===== src/rtl/packet_rule_engine_if.sv =====
// Packet, verdict, rule-programming and software-clear signals of packet_rule_engine.
// The source/monitor side uses master; the engine uses slave.
interface packet_rule_engine_if #(
    parameter int ADDR_W    = 16,
    parameter int CMD_W     = 4,
    parameter int DATA_W    = 32,
    parameter int NUM_RULES = 8,
    parameter int CNT_W     = 16
);
    localparam int IDX_W = $clog2(NUM_RULES);

    logic              cfg_we;
    logic [IDX_W-1:0]  cfg_idx;
    logic              cfg_en;
    logic [ADDR_W-1:0] cfg_addr_val;
    logic [ADDR_W-1:0] cfg_addr_mask;
    logic [CMD_W-1:0]  cfg_cmd_val;
    logic [CMD_W-1:0]  cfg_cmd_mask;
    logic [DATA_W-1:0] cfg_data_val;
    logic [DATA_W-1:0] cfg_data_mask;

    logic              in_valid;
    logic              in_ready;
    logic [ADDR_W-1:0] addr_in;
    logic [CMD_W-1:0]  cmd_in;
    logic [DATA_W-1:0] data_in;

    logic              out_valid;
    logic              out_ready;
    logic              rule_violation;
    logic [IDX_W-1:0]  hit_idx;
    logic              lock_hit;
    logic [CNT_W-1:0]  viol_cnt;
    logic              locked;

    logic              cnt_clr;
    logic              lock_clr;

    modport master (
        output cfg_we, cfg_idx, cfg_en, cfg_addr_val, cfg_addr_mask,
               cfg_cmd_val, cfg_cmd_mask, cfg_data_val, cfg_data_mask,
               in_valid, addr_in, cmd_in, data_in, out_ready, cnt_clr, lock_clr,
        input  in_ready, out_valid, rule_violation, hit_idx, lock_hit, viol_cnt, locked
    );

    modport slave (
        input  cfg_we, cfg_idx, cfg_en, cfg_addr_val, cfg_addr_mask,
               cfg_cmd_val, cfg_cmd_mask, cfg_data_val, cfg_data_mask,
               in_valid, addr_in, cmd_in, data_in, out_ready, cnt_clr, lock_clr,
        output in_ready, out_valid, rule_violation, hit_idx, lock_hit, viol_cnt, locked
    );
endinterface


===== src/rtl/packet_rule_engine.sv =====
// Run-time programmable masked-match rule table with a registered verdict,
// saturating violation counter and threshold-armed lockout.
module packet_rule_engine #(
    parameter int ADDR_W      = 16,
    parameter int CMD_W       = 4,
    parameter int DATA_W      = 32,
    parameter int NUM_RULES   = 8,
    parameter int CNT_W       = 16,
    parameter int LOCK_THRESH = 0,
    localparam int IDX_W      = $clog2(NUM_RULES)
) (
    input logic                 clk,
    input logic                 rst,
    packet_rule_engine_if.slave bus
);
    localparam logic [CNT_W-1:0] CNT_MAX = '1;
    localparam logic [CNT_W-1:0] THRESH  = CNT_W'(LOCK_THRESH);

    logic [NUM_RULES-1:0] en_q, en_d;
    logic [ADDR_W-1:0]    addr_val_q  [NUM_RULES];
    logic [ADDR_W-1:0]    addr_val_d  [NUM_RULES];
    logic [ADDR_W-1:0]    addr_mask_q [NUM_RULES];
    logic [ADDR_W-1:0]    addr_mask_d [NUM_RULES];
    logic [CMD_W-1:0]     cmd_val_q   [NUM_RULES];
    logic [CMD_W-1:0]     cmd_val_d   [NUM_RULES];
    logic [CMD_W-1:0]     cmd_mask_q  [NUM_RULES];
    logic [CMD_W-1:0]     cmd_mask_d  [NUM_RULES];
    logic [DATA_W-1:0]    data_val_q  [NUM_RULES];
    logic [DATA_W-1:0]    data_val_d  [NUM_RULES];
    logic [DATA_W-1:0]    data_mask_q [NUM_RULES];
    logic [DATA_W-1:0]    data_mask_d [NUM_RULES];

    logic             out_valid_q, out_valid_d;
    logic             viol_q, viol_d;
    logic [IDX_W-1:0] hit_idx_q, hit_idx_d;
    logic             lock_hit_q, lock_hit_d;
    logic [CNT_W-1:0] cnt_q, cnt_d;
    logic             locked_q, locked_d;

    logic [NUM_RULES-1:0] match;
    logic                 any_match;
    logic [IDX_W-1:0]     first_idx;
    logic                 in_ready;
    logic                 accept;
    logic                 verdict_viol;
    logic                 arm;
    logic [CNT_W-1:0]     cnt_base;

    // Slots beyond NUM_RULES never compare equal, so out-of-range writes drop out.
    always_comb begin
        en_d        = en_q;
        addr_val_d  = addr_val_q;
        addr_mask_d = addr_mask_q;
        cmd_val_d   = cmd_val_q;
        cmd_mask_d  = cmd_mask_q;
        data_val_d  = data_val_q;
        data_mask_d = data_mask_q;
        for (int k = 0; k < NUM_RULES; k++) begin
            if (bus.cfg_we && bus.cfg_idx == IDX_W'(k)) begin
                en_d[k]        = bus.cfg_en;
                addr_val_d[k]  = bus.cfg_addr_val;
                addr_mask_d[k] = bus.cfg_addr_mask;
                cmd_val_d[k]   = bus.cfg_cmd_val;
                cmd_mask_d[k]  = bus.cfg_cmd_mask;
                data_val_d[k]  = bus.cfg_data_val;
                data_mask_d[k] = bus.cfg_data_mask;
            end
        end
    end

    always_comb begin
        match = '0;
        for (int k = 0; k < NUM_RULES; k++) begin
            match[k] = en_q[k]
                && ((bus.addr_in & addr_mask_q[k]) == (addr_val_q[k] & addr_mask_q[k]))
                && ((bus.cmd_in  & cmd_mask_q[k])  == (cmd_val_q[k]  & cmd_mask_q[k]))
                && ((bus.data_in & data_mask_q[k]) == (data_val_q[k] & data_mask_q[k]));
        end
    end

    // Scanning downward leaves the lowest matching index as the winner.
    always_comb begin
        first_idx = '0;
        for (int k = NUM_RULES - 1; k >= 0; k--) begin
            if (match[k]) begin
                first_idx = IDX_W'(k);
            end
        end
    end

    assign any_match = |match;
    assign in_ready  = !out_valid_q || bus.out_ready;
    assign accept    = bus.in_valid && in_ready;

    always_comb begin
        verdict_viol = locked_q || any_match;
        out_valid_d  = out_valid_q;
        viol_d       = viol_q;
        hit_idx_d    = hit_idx_q;
        lock_hit_d   = lock_hit_q;
        if (accept) begin
            out_valid_d = 1'b1;
            viol_d      = verdict_viol;
            hit_idx_d   = first_idx;
            lock_hit_d  = locked_q && !any_match;
        end else if (bus.out_ready) begin
            out_valid_d = 1'b0;
        end
    end

    // A clear and a violating accept in the same cycle leave the count at one.
    always_comb begin
        cnt_base = bus.cnt_clr ? '0 : cnt_q;
        cnt_d    = cnt_base;
        if (accept && verdict_viol && cnt_base != CNT_MAX) begin
            cnt_d = cnt_base + CNT_W'(1);
        end
        arm      = (LOCK_THRESH != 0) && accept && verdict_viol && (cnt_d == THRESH);
        locked_d = bus.lock_clr ? 1'b0 : (locked_q || arm);
    end

    always_ff @(posedge clk) begin
        if (rst) begin
            en_q <= '0;
            for (int k = 0; k < NUM_RULES; k++) begin
                addr_val_q[k]  <= '0;
                addr_mask_q[k] <= '0;
                cmd_val_q[k]   <= '0;
                cmd_mask_q[k]  <= '0;
                data_val_q[k]  <= '0;
                data_mask_q[k] <= '0;
            end
            out_valid_q <= 1'b0;
            viol_q      <= 1'b0;
            hit_idx_q   <= '0;
            lock_hit_q  <= 1'b0;
            cnt_q       <= '0;
            locked_q    <= 1'b0;
        end else begin
            en_q        <= en_d;
            addr_val_q  <= addr_val_d;
            addr_mask_q <= addr_mask_d;
            cmd_val_q   <= cmd_val_d;
            cmd_mask_q  <= cmd_mask_d;
            data_val_q  <= data_val_d;
            data_mask_q <= data_mask_d;
            out_valid_q <= out_valid_d;
            viol_q      <= viol_d;
            hit_idx_q   <= hit_idx_d;
            lock_hit_q  <= lock_hit_d;
            cnt_q       <= cnt_d;
            locked_q    <= locked_d;
        end
    end

    assign bus.in_ready       = in_ready;
    assign bus.out_valid      = out_valid_q;
    assign bus.rule_violation = viol_q;
    assign bus.hit_idx        = hit_idx_q;
    assign bus.lock_hit       = lock_hit_q;
    assign bus.viol_cnt       = cnt_q;
    assign bus.locked         = locked_q;
endmodule


===== src/flat_wrapper.sv =====
// flat-port wrapper written by rule: the top's interface ports become plain ports
module packet_rule_engine_flat 
#(
    parameter int ADDR_W      = 16,
    parameter int CMD_W       = 4,
    parameter int DATA_W      = 32,
    parameter int NUM_RULES   = 8,
    parameter int CNT_W       = 16,
    parameter int LOCK_THRESH = 0,
    localparam int IDX_W      = $clog2(NUM_RULES)
)
  (clk, rst, bus_cfg_we, bus_cfg_idx, bus_cfg_en, bus_cfg_addr_val, bus_cfg_addr_mask, bus_cfg_cmd_val, bus_cfg_cmd_mask, bus_cfg_data_val, bus_cfg_data_mask, bus_in_valid, bus_addr_in, bus_cmd_in, bus_data_in, bus_out_ready, bus_cnt_clr, bus_lock_clr, bus_in_ready, bus_out_valid, bus_rule_violation, bus_hit_idx, bus_lock_hit, bus_viol_cnt, bus_locked);
  packet_rule_engine_if #(.ADDR_W(ADDR_W), .CMD_W(CMD_W), .DATA_W(DATA_W), .NUM_RULES(NUM_RULES), .CNT_W(CNT_W)) bus_i ();
  input logic clk;
  input logic rst;
  input wire logic [$bits(bus_i.cfg_we)-1:0] bus_cfg_we;
  input wire logic [$bits(bus_i.cfg_idx)-1:0] bus_cfg_idx;
  input wire logic [$bits(bus_i.cfg_en)-1:0] bus_cfg_en;
  input wire logic [$bits(bus_i.cfg_addr_val)-1:0] bus_cfg_addr_val;
  input wire logic [$bits(bus_i.cfg_addr_mask)-1:0] bus_cfg_addr_mask;
  input wire logic [$bits(bus_i.cfg_cmd_val)-1:0] bus_cfg_cmd_val;
  input wire logic [$bits(bus_i.cfg_cmd_mask)-1:0] bus_cfg_cmd_mask;
  input wire logic [$bits(bus_i.cfg_data_val)-1:0] bus_cfg_data_val;
  input wire logic [$bits(bus_i.cfg_data_mask)-1:0] bus_cfg_data_mask;
  input wire logic [$bits(bus_i.in_valid)-1:0] bus_in_valid;
  input wire logic [$bits(bus_i.addr_in)-1:0] bus_addr_in;
  input wire logic [$bits(bus_i.cmd_in)-1:0] bus_cmd_in;
  input wire logic [$bits(bus_i.data_in)-1:0] bus_data_in;
  input wire logic [$bits(bus_i.out_ready)-1:0] bus_out_ready;
  input wire logic [$bits(bus_i.cnt_clr)-1:0] bus_cnt_clr;
  input wire logic [$bits(bus_i.lock_clr)-1:0] bus_lock_clr;
  output wire logic [$bits(bus_i.in_ready)-1:0] bus_in_ready;
  output wire logic [$bits(bus_i.out_valid)-1:0] bus_out_valid;
  output wire logic [$bits(bus_i.rule_violation)-1:0] bus_rule_violation;
  output wire logic [$bits(bus_i.hit_idx)-1:0] bus_hit_idx;
  output wire logic [$bits(bus_i.lock_hit)-1:0] bus_lock_hit;
  output wire logic [$bits(bus_i.viol_cnt)-1:0] bus_viol_cnt;
  output wire logic [$bits(bus_i.locked)-1:0] bus_locked;
  assign bus_i.cfg_we = bus_cfg_we;
  assign bus_i.cfg_idx = bus_cfg_idx;
  assign bus_i.cfg_en = bus_cfg_en;
  assign bus_i.cfg_addr_val = bus_cfg_addr_val;
  assign bus_i.cfg_addr_mask = bus_cfg_addr_mask;
  assign bus_i.cfg_cmd_val = bus_cfg_cmd_val;
  assign bus_i.cfg_cmd_mask = bus_cfg_cmd_mask;
  assign bus_i.cfg_data_val = bus_cfg_data_val;
  assign bus_i.cfg_data_mask = bus_cfg_data_mask;
  assign bus_i.in_valid = bus_in_valid;
  assign bus_i.addr_in = bus_addr_in;
  assign bus_i.cmd_in = bus_cmd_in;
  assign bus_i.data_in = bus_data_in;
  assign bus_i.out_ready = bus_out_ready;
  assign bus_i.cnt_clr = bus_cnt_clr;
  assign bus_i.lock_clr = bus_lock_clr;
  assign bus_in_ready = bus_i.in_ready;
  assign bus_out_valid = bus_i.out_valid;
  assign bus_rule_violation = bus_i.rule_violation;
  assign bus_hit_idx = bus_i.hit_idx;
  assign bus_lock_hit = bus_i.lock_hit;
  assign bus_viol_cnt = bus_i.viol_cnt;
  assign bus_locked = bus_i.locked;
  packet_rule_engine #(.ADDR_W(ADDR_W), .CMD_W(CMD_W), .DATA_W(DATA_W), .NUM_RULES(NUM_RULES), .CNT_W(CNT_W), .LOCK_THRESH(LOCK_THRESH)) u_core (.clk(clk), .rst(rst), .bus(bus_i));
endmodule

===== config.mk =====
export PLATFORM = sky130hd
export DESIGN_NAME = packet_rule_engine_flat
export DESIGN_NICKNAME = d
export VERILOG_FILES = /design/src/rtl/packet_rule_engine_if.sv /design/src/rtl/packet_rule_engine.sv /design/src/flat_wrapper.sv
export SDC_FILE = /design/constraint.sdc
export NUM_CORES = 2
export LEC_CHECK = 0
export CAP_MARGIN = 5
export CORE_MARGIN = 2
export CORE_UTILIZATION = 40
export CTS_BUF_LIST = sky130_fd_sc_hd__clkbuf_2 sky130_fd_sc_hd__clkbuf_4 sky130_fd_sc_hd__clkbuf_8
export DETAILED_ROUTE_END_ITERATION = 12
export SETUP_SLACK_MARGIN = 0.4
export SLEW_MARGIN = 0
export SYNTH_ARGS = -nofsm -noshare
export SYNTH_HDL_FRONTEND = slang
export SYNTH_SLANG_ARGS = --single-unit

===== constraint.sdc =====
create_clock -name clk -period 3.16 [get_ports clk]
set_input_delay 0.316 -clock clk [delete_from_list [all_inputs] [get_ports clk]]
set_output_delay 0.316 -clock clk [all_outputs]
set_load 0.01 [all_outputs]

# Word level (Yosys, flattened, before mapping)
# Index checks and enable logic that the tools add are counted.
[totals] output_inout_bits=24 latch_bits=0 ff_bits=861 mem_bits_rw=0 memories=0 rom_bits=0 word_cells=193 input_bits=167
[op_classes] n_div=0 muxes=12 n_bitwise=48 magnitude_cmp=0 shift=0 n_eq_ne=32 reduce_logical=40 addsub=1 n_mul=0
[op_table] operator="$and A32 B32 Y32" n=16
[op_table] operator="$and A16 B16 Y16" n=16
[op_table] operator="$eq A32 B32 Y1" n=8
[op_table] operator="$eq A16 B16 Y1" n=8
[op_table] operator="$and A4 B4 Y4" n=16
[op_table] operator="$logic_and A1 B1 Y1" n=35
[op_table] operator="$eq A4 B4 Y1" n=8
[op_table] operator="$mux W16" n=2
[op_table] operator="$mux W3" n=8
[op_table] operator="$add A16 B1 Y16 const B" n=1
[op_table] operator="$ne A16 B16 Y1 const B" n=1
[op_table] operator="$eq A3 B3 Y1 const B" n=4
[op_table] operator="$reduce_or A8 Y1" n=1
[op_table] operator="$eq A3 B2 Y1 const B" n=2
[op_table] operator="$eq A3 B1 Y1 const B" n=1
[op_table] operator="$logic_not A3 Y1" n=1
[op_table] operator="$mux W1" n=2
[op_table] operator="$reduce_bool A2 Y1" n=1
[op_table] operator="$logic_not A1 Y1" n=1
[op_table] operator="$logic_or A1 B1 Y1" n=1

# Logic depth before layout (Yosys ltp)
[depth] ltp_word=13 ltp_mapped=11

# Least setup slack after synthesis
# No wires, ideal clock.
[synth_path] kind="input to register" start="input port bus_data_in[9]" end="register u_core.cnt_q[11], in the netlist u_core.bus.viol_cnt[11]" cell_stages=11 t_arrival_ps=2431 required_ps=3039 setup_slack_ps=607 cell_sequence="buf_2 > xor2_1 > a222oi_1 > nand3_1 > or4_1 > nor4_2 > or4b_1 > buf_6 > buf_6 > o21ai_2 > mux2_4"
[synth_via] elab_chain_cells=7
[synth_rtl] element="start: declaration" line_no="flat_wrapper.sv:28" text="input wire logic [$bits(bus_i.data_in)-1:0] bus_data_in;"
[synth_rtl] element="$and A32 B32 Y32" line_no="packet_rule_engine.sv:77" text="&& ((bus.data_in & data_mask_q[k]) == (data_val_q[k] & data_mask_q[k]));"
[synth_rtl] element="$eq A32 B32 Y1" line_no="packet_rule_engine.sv:77"
[synth_rtl] element="$logic_and A1 B1 Y1" line_no="packet_rule_engine.sv:77"
[synth_rtl] element="$reduce_or A8 Y1 (*)" line_no="packet_rule_engine.sv:91" text="assign any_match = |match;"
[synth_rtl] element="$logic_and A1 B1 Y1 (*) (2 in a row)" line_no="packet_rule_engine.sv:115" text="if (accept && verdict_viol && cnt_base != CNT_MAX) begin"
[synth_rtl] element="$mux W16 (*)" line_no="packet_rule_engine.sv:115"
[synth_rtl] element="end signal: assignment" line_no="packet_rule_engine.sv:151" text="cnt_q <= cnt_d;"
[synth_rtl] element="end: declaration" line_no="packet_rule_engine.sv:37" text="logic [CNT_W-1:0] cnt_q, cnt_d;"
# Mark *: on every way between the ends. The rest lies on a longest branch, timed or not.
# A chain may end at the register's enable or synchronous reset.

# Final worst setup path
[layout_path] start="register u_core.data_val_q[54] in the netlist's numbering" end="register u_core.hit_idx_q[1], in the netlist u_core.bus.hit_idx[1]"
[layout_via] elab_chain_cells=10
[layout_rtl] element="start: declaration" line_no="packet_rule_engine.sv:28" text="logic [DATA_W-1:0] data_val_q [NUM_RULES];"
[layout_rtl] element="start signal: assignment" line_no="packet_rule_engine.sv:145" text="data_val_q <= data_val_d;"
[layout_rtl] element="$and A32 B32 Y32" line_no="packet_rule_engine.sv:77"
[layout_rtl] element="$eq A32 B32 Y1" line_no="packet_rule_engine.sv:77"
[layout_rtl] element="$logic_and A1 B1 Y1" line_no="packet_rule_engine.sv:77"
[layout_rtl] element="$mux W3 (7 in a row)" line_no="packet_rule_engine.sv:85" text="if (match[k]) begin"
[layout_rtl] element="end signal: assignment" line_no="packet_rule_engine.sv:149" text="hit_idx_q <= hit_idx_d;"
[layout_rtl] element="end: declaration" line_no="packet_rule_engine.sv:35" text="logic [IDX_W-1:0] hit_idx_q, hit_idx_d;"
# No other way between the ends.

==> results by stage <==
Power:
- The fraction of power spent switching nets is 29.1%.
- IR analysis of the VDD net gives a maximum drop of 0.408 mV.
- The combinational fraction of design power is 13.9%.
- The cell internal power dissipation is 18.4 mW.
- The net switching power of the design is 7.57 mW.
- The clock network accounts for 42.6% of the total power.
- Registers are responsible for 43.5% of the overall power.
- The analysis attributes to cell leakage a power of 18.5 nW.
- The total power divided by cell area is 534 nW/um2.

CTS:
- The clock root buffer is clkbuf_8.
- The maximum clock insertion buffer count is 3.
- The CTS clock-pin slew for the worst setup and hold paths is 60 ps.
- The number of clock sinks is 861.
- The total CTS buffers is 153.
- The H-tree was split into 4 levels.
- The clock tree from TritonCTS is yes.
- The later pin in the worst-skew pair is clocked with a latency of 860 ps.

Placed design:
- During placement, the flow inserted port buffers numbering 187.
- The placer's final routability congestion estimate is 1.14.
- After detailed placement, the total cell area comes to 45,000 um2.
- The total half-perimeter wirelength after legalization and detailed placement is 152,000 um.

STA:
- For the pin with the worst max-slew slack, the measured transition is 1190 ps.
- Static timing analysis puts the maximum clock frequency at 347 MHz.
- The worst hold margin is 74.0 ps.
- Setup violations remaining at the end of the flow were counted as 0.
- The post-route minimum period is 2880 ps.
- The number of hold violations in the final report was 0.
- The count of final max-slew check failures was 0.
- The post-route setup TNS is 0 ps.
- The headroom to the max-slew limit is 20.3%.
- Dividing the final minimum period by the clock period gives 91.1%.
- The worst clock skew on the final layout is 46.0 ps.
- Setup repair after global routing could not meet its margin everywhere.

Drt:
- In the routed design, unresolved DRC markers number 1.
- The first TritonRoute pass finished after 7 iterations.
- The number of DRC markers in iteration 0 is 6,936.
- The final wirelength is 209,000 um.
- Dividing the detail-routed via count by the number of cells gives 5.92.
- The routed wirelength normalized by instance count is 30.7 um.
- The post-route antenna net violation count is 0.
- The overall via count from detail_route is 40,400.

Setup path:
- The worst setup path is of the reg2reg kind.
- At the worst endpoint, the required time is 3930 ps.
- The worst endpoint data arrival time is 3650 ps.
- The element type at the critical path end is a register.
- The worst setup path is launched from a register.
- Of all nets on the critical path, the largest fanout is 2.

Yosys:
- Each instance of the synthesized netlist takes up on average 7.75 um2.
- The number of synthesis warnings is 0.
- Counting flops and latches in the post-synthesis netlist gives 861.
- In this run, synthesis inferred 0 flip-flops with an integrated enable.
- The cell area after technology mapping is 38,400 um2.
- Summing the sequential cell areas from Yosys gives 44.9% of the chip area.
- The async set-reset flop share out of synthesis is 0%.
- Synthesis produced 4,960 cells.
- The post-synthesis cell type count is 51.
- The predominant post-synthesis flop cell is dfxtp_1.

Final layout:
- The area added between synthesis and finish is 26.6%.
- The final net count is 5,601.
- The fraction of final layout cells with drive strength greater than 1 is 16.7%.
- In the layout the commonest cells are nand2_1 (1,748), dfxtp_1 (853), a21oi_1 (849).
- The most common cell after layout, fill and taps aside is nand2_1.
- The post-route cell area is 48,600 um2.
- At the end of the flow the core is filled with cells to 51.1%.

Floorplanning:
- The die covers 98,600 um2.
- The top-level I/O count is 191.
- The die is 314 um tall.
- The floorplan step defined a core boundary enclosing 95,200 um2.
- The die width is 314 um.
- The effective utilization at floorplan is 40.4%.
- The count of standard-cell rows is 113.

Status:
- The final reports fail on design-rule violations.
- The run finished, with violations left.

Global route:
- Entering global routing, the biggest net connects 186 pins.
- The wire length of the first global-routing pass is 282,000 um.
- The number of antenna violations at the first check in global routing came to 12.
- The number of global-route vias before repair came to 36,000.
- The total overflow left after global routing is 0.
- In the global route stage, overall resource usage came out at 41.1%.

Flow run:
- The number of max-cap violations is 0.

Hold path:
- The class of the tightest hold or removal check is in2reg.
[what timing repair did]
| action | CTS | global route |
|---|---|---|
| gates cloned | 1 | 1 |
| hold buffers | 1 | 0 |
| gates resized for setup | 22 | 51 |
| setup buffers | 1 | 3 |
| pin swaps | 7 | 16 |
| hold endpoints to repair | 37 | 0 |
| setup endpoints to repair | 18 | 20 |
[power groups by stage]
stage / clock, mW / sequential, mW / combinational (mW)
finish: 11.1 / 11.3 / 3.61
global route: 11.6 / 11.3 / 3.62
CTS: 11.0 / 11.3 / 3.39
detailed placement: 0 / 11.5 / 3.36
global placement: 0 / 11.5 / 3.36
floorplan: 0 / 11.4 / 1.35
[state kept, by name, indices dropped and copies added, names as in the netlist]
signal and flops:
u_core.data_mask_q 256, u_core.data_val_q 256, u_core.addr_mask_q 128, u_core.addr_val_q 128
u_core.cmd_mask_q 32, u_core.cmd_val_q 32, u_core.bus.viol_cnt 16, u_core.en_q 8
u_core.bus.hit_idx 3, u_core.bus.out_valid 1, u_core.bus.rule_violation 1
[cell type report]
class | instances | area [um2]
Antenna cell | 6 | 15.0
Clock buffer | 241 | 2990
Clock inverter | 25 | 214
Fill cell | 9266 | 46500
Inverter | 6 | 22.5
Multi-Input combinational cell | 3652 | 19400
Sequential cell | 861 | 17200
Tap cell | 1265 | 1580
Timing Repair Buffer | 759 | 7140
[path summary, 6_finish.rpt]
path	slack (ps)	end	depth (start not counted)	from
max	280	u_core.bus.hit_idx[1]	10	u_core.data_val_q[54]
min	70	u_core.bus.out_valid	3	bus_in_valid
max reg2reg	280	u_core.bus.hit_idx[1]	10	u_core.data_val_q[54]
min reg2reg	460	u_core.data_mask_q[230]	2	u_core.data_mask_q[230]
[stage by stage]
stage,cells,setup WS [ps],power (mW)
after floorplan,4961,607,12.8
after global placement,6536,-570,14.9
final,6815,280,26.0
after CTS,6805,400,25.7
after global routing,6810,326,26.5
after detailed placement,6536,-550,14.9
[cell families (layout without fill, tap and decap cells)]
logic type | after synthesis | after routing | synth area share (%)
flip-flops | 861 | 861 | 44.9
XOR/XNOR | 416 | 416 | 9.52
adder cells (fa/ha/maj) | 1 | 1 | 0.0326
other | 1 | 8 | 0.00976
multiplexers | 15 | 15 | 0.436
AND/OR/NAND/NOR | 1984 | 1985 | 20.7
AO/OA/AOI/OAI | 1233 | 1233 | 18.7
buffers and inverters | 449 | 1031 | 5.80
[cells in the mapped netlist, drive strengths merged (2+ instances only)]
cell	n	share of area [%]
nor3	14	0.18
buf	167	3.0
o21ai	13	0.19
a221oi	8	0.18
nand4	95	1.5
dfxtp	861	45
a222oi	13	0.34
mux2i	7	0.18
a21oi	849	11
o211ai	3	0.059
inv	6	0.059
nor2b	9	0.15
xor2	416	9.5
or4	2	0.039
nand2	1753	17
or3	5	0.081
clkbuf	276	2.8
a22o	5	0.11
and3	7	0.11
nor2	23	0.22
nand3	34	0.44
and2	6	0.098
mux2	8	0.25
a22oi	331	6.5
nor4	24	0.42
nand2b	7	0.11
a32oi	3	0.068
[worst max-delay path: stages (launching register included)]
cell and delay (ps):
dfxtp_1 580, xor2_1 150, buf_4 190, a22oi_1 150, nand4_1 110, nor3_1 590, buf_4 220, a32oi_1 120
nand2b_1 240, a211o_1 300, a21oi_1 130
[metal layers]
| metal | GRT usage [%] | vias to the layer above | wire [um] |
|---|---|---|---|
| li1 | - | 17500 | - |
| met1 | 53.7 | 19300 | 79200 |
| met2 | 56.4 | 2913 | 82400 |
| met3 | 13.3 | 634 | 29300 |
| met4 | 30.4 | 12 | 17800 |
| met5 | 0 | - | 129 |
No activity file was read; power rests on OpenSTA's default activity.
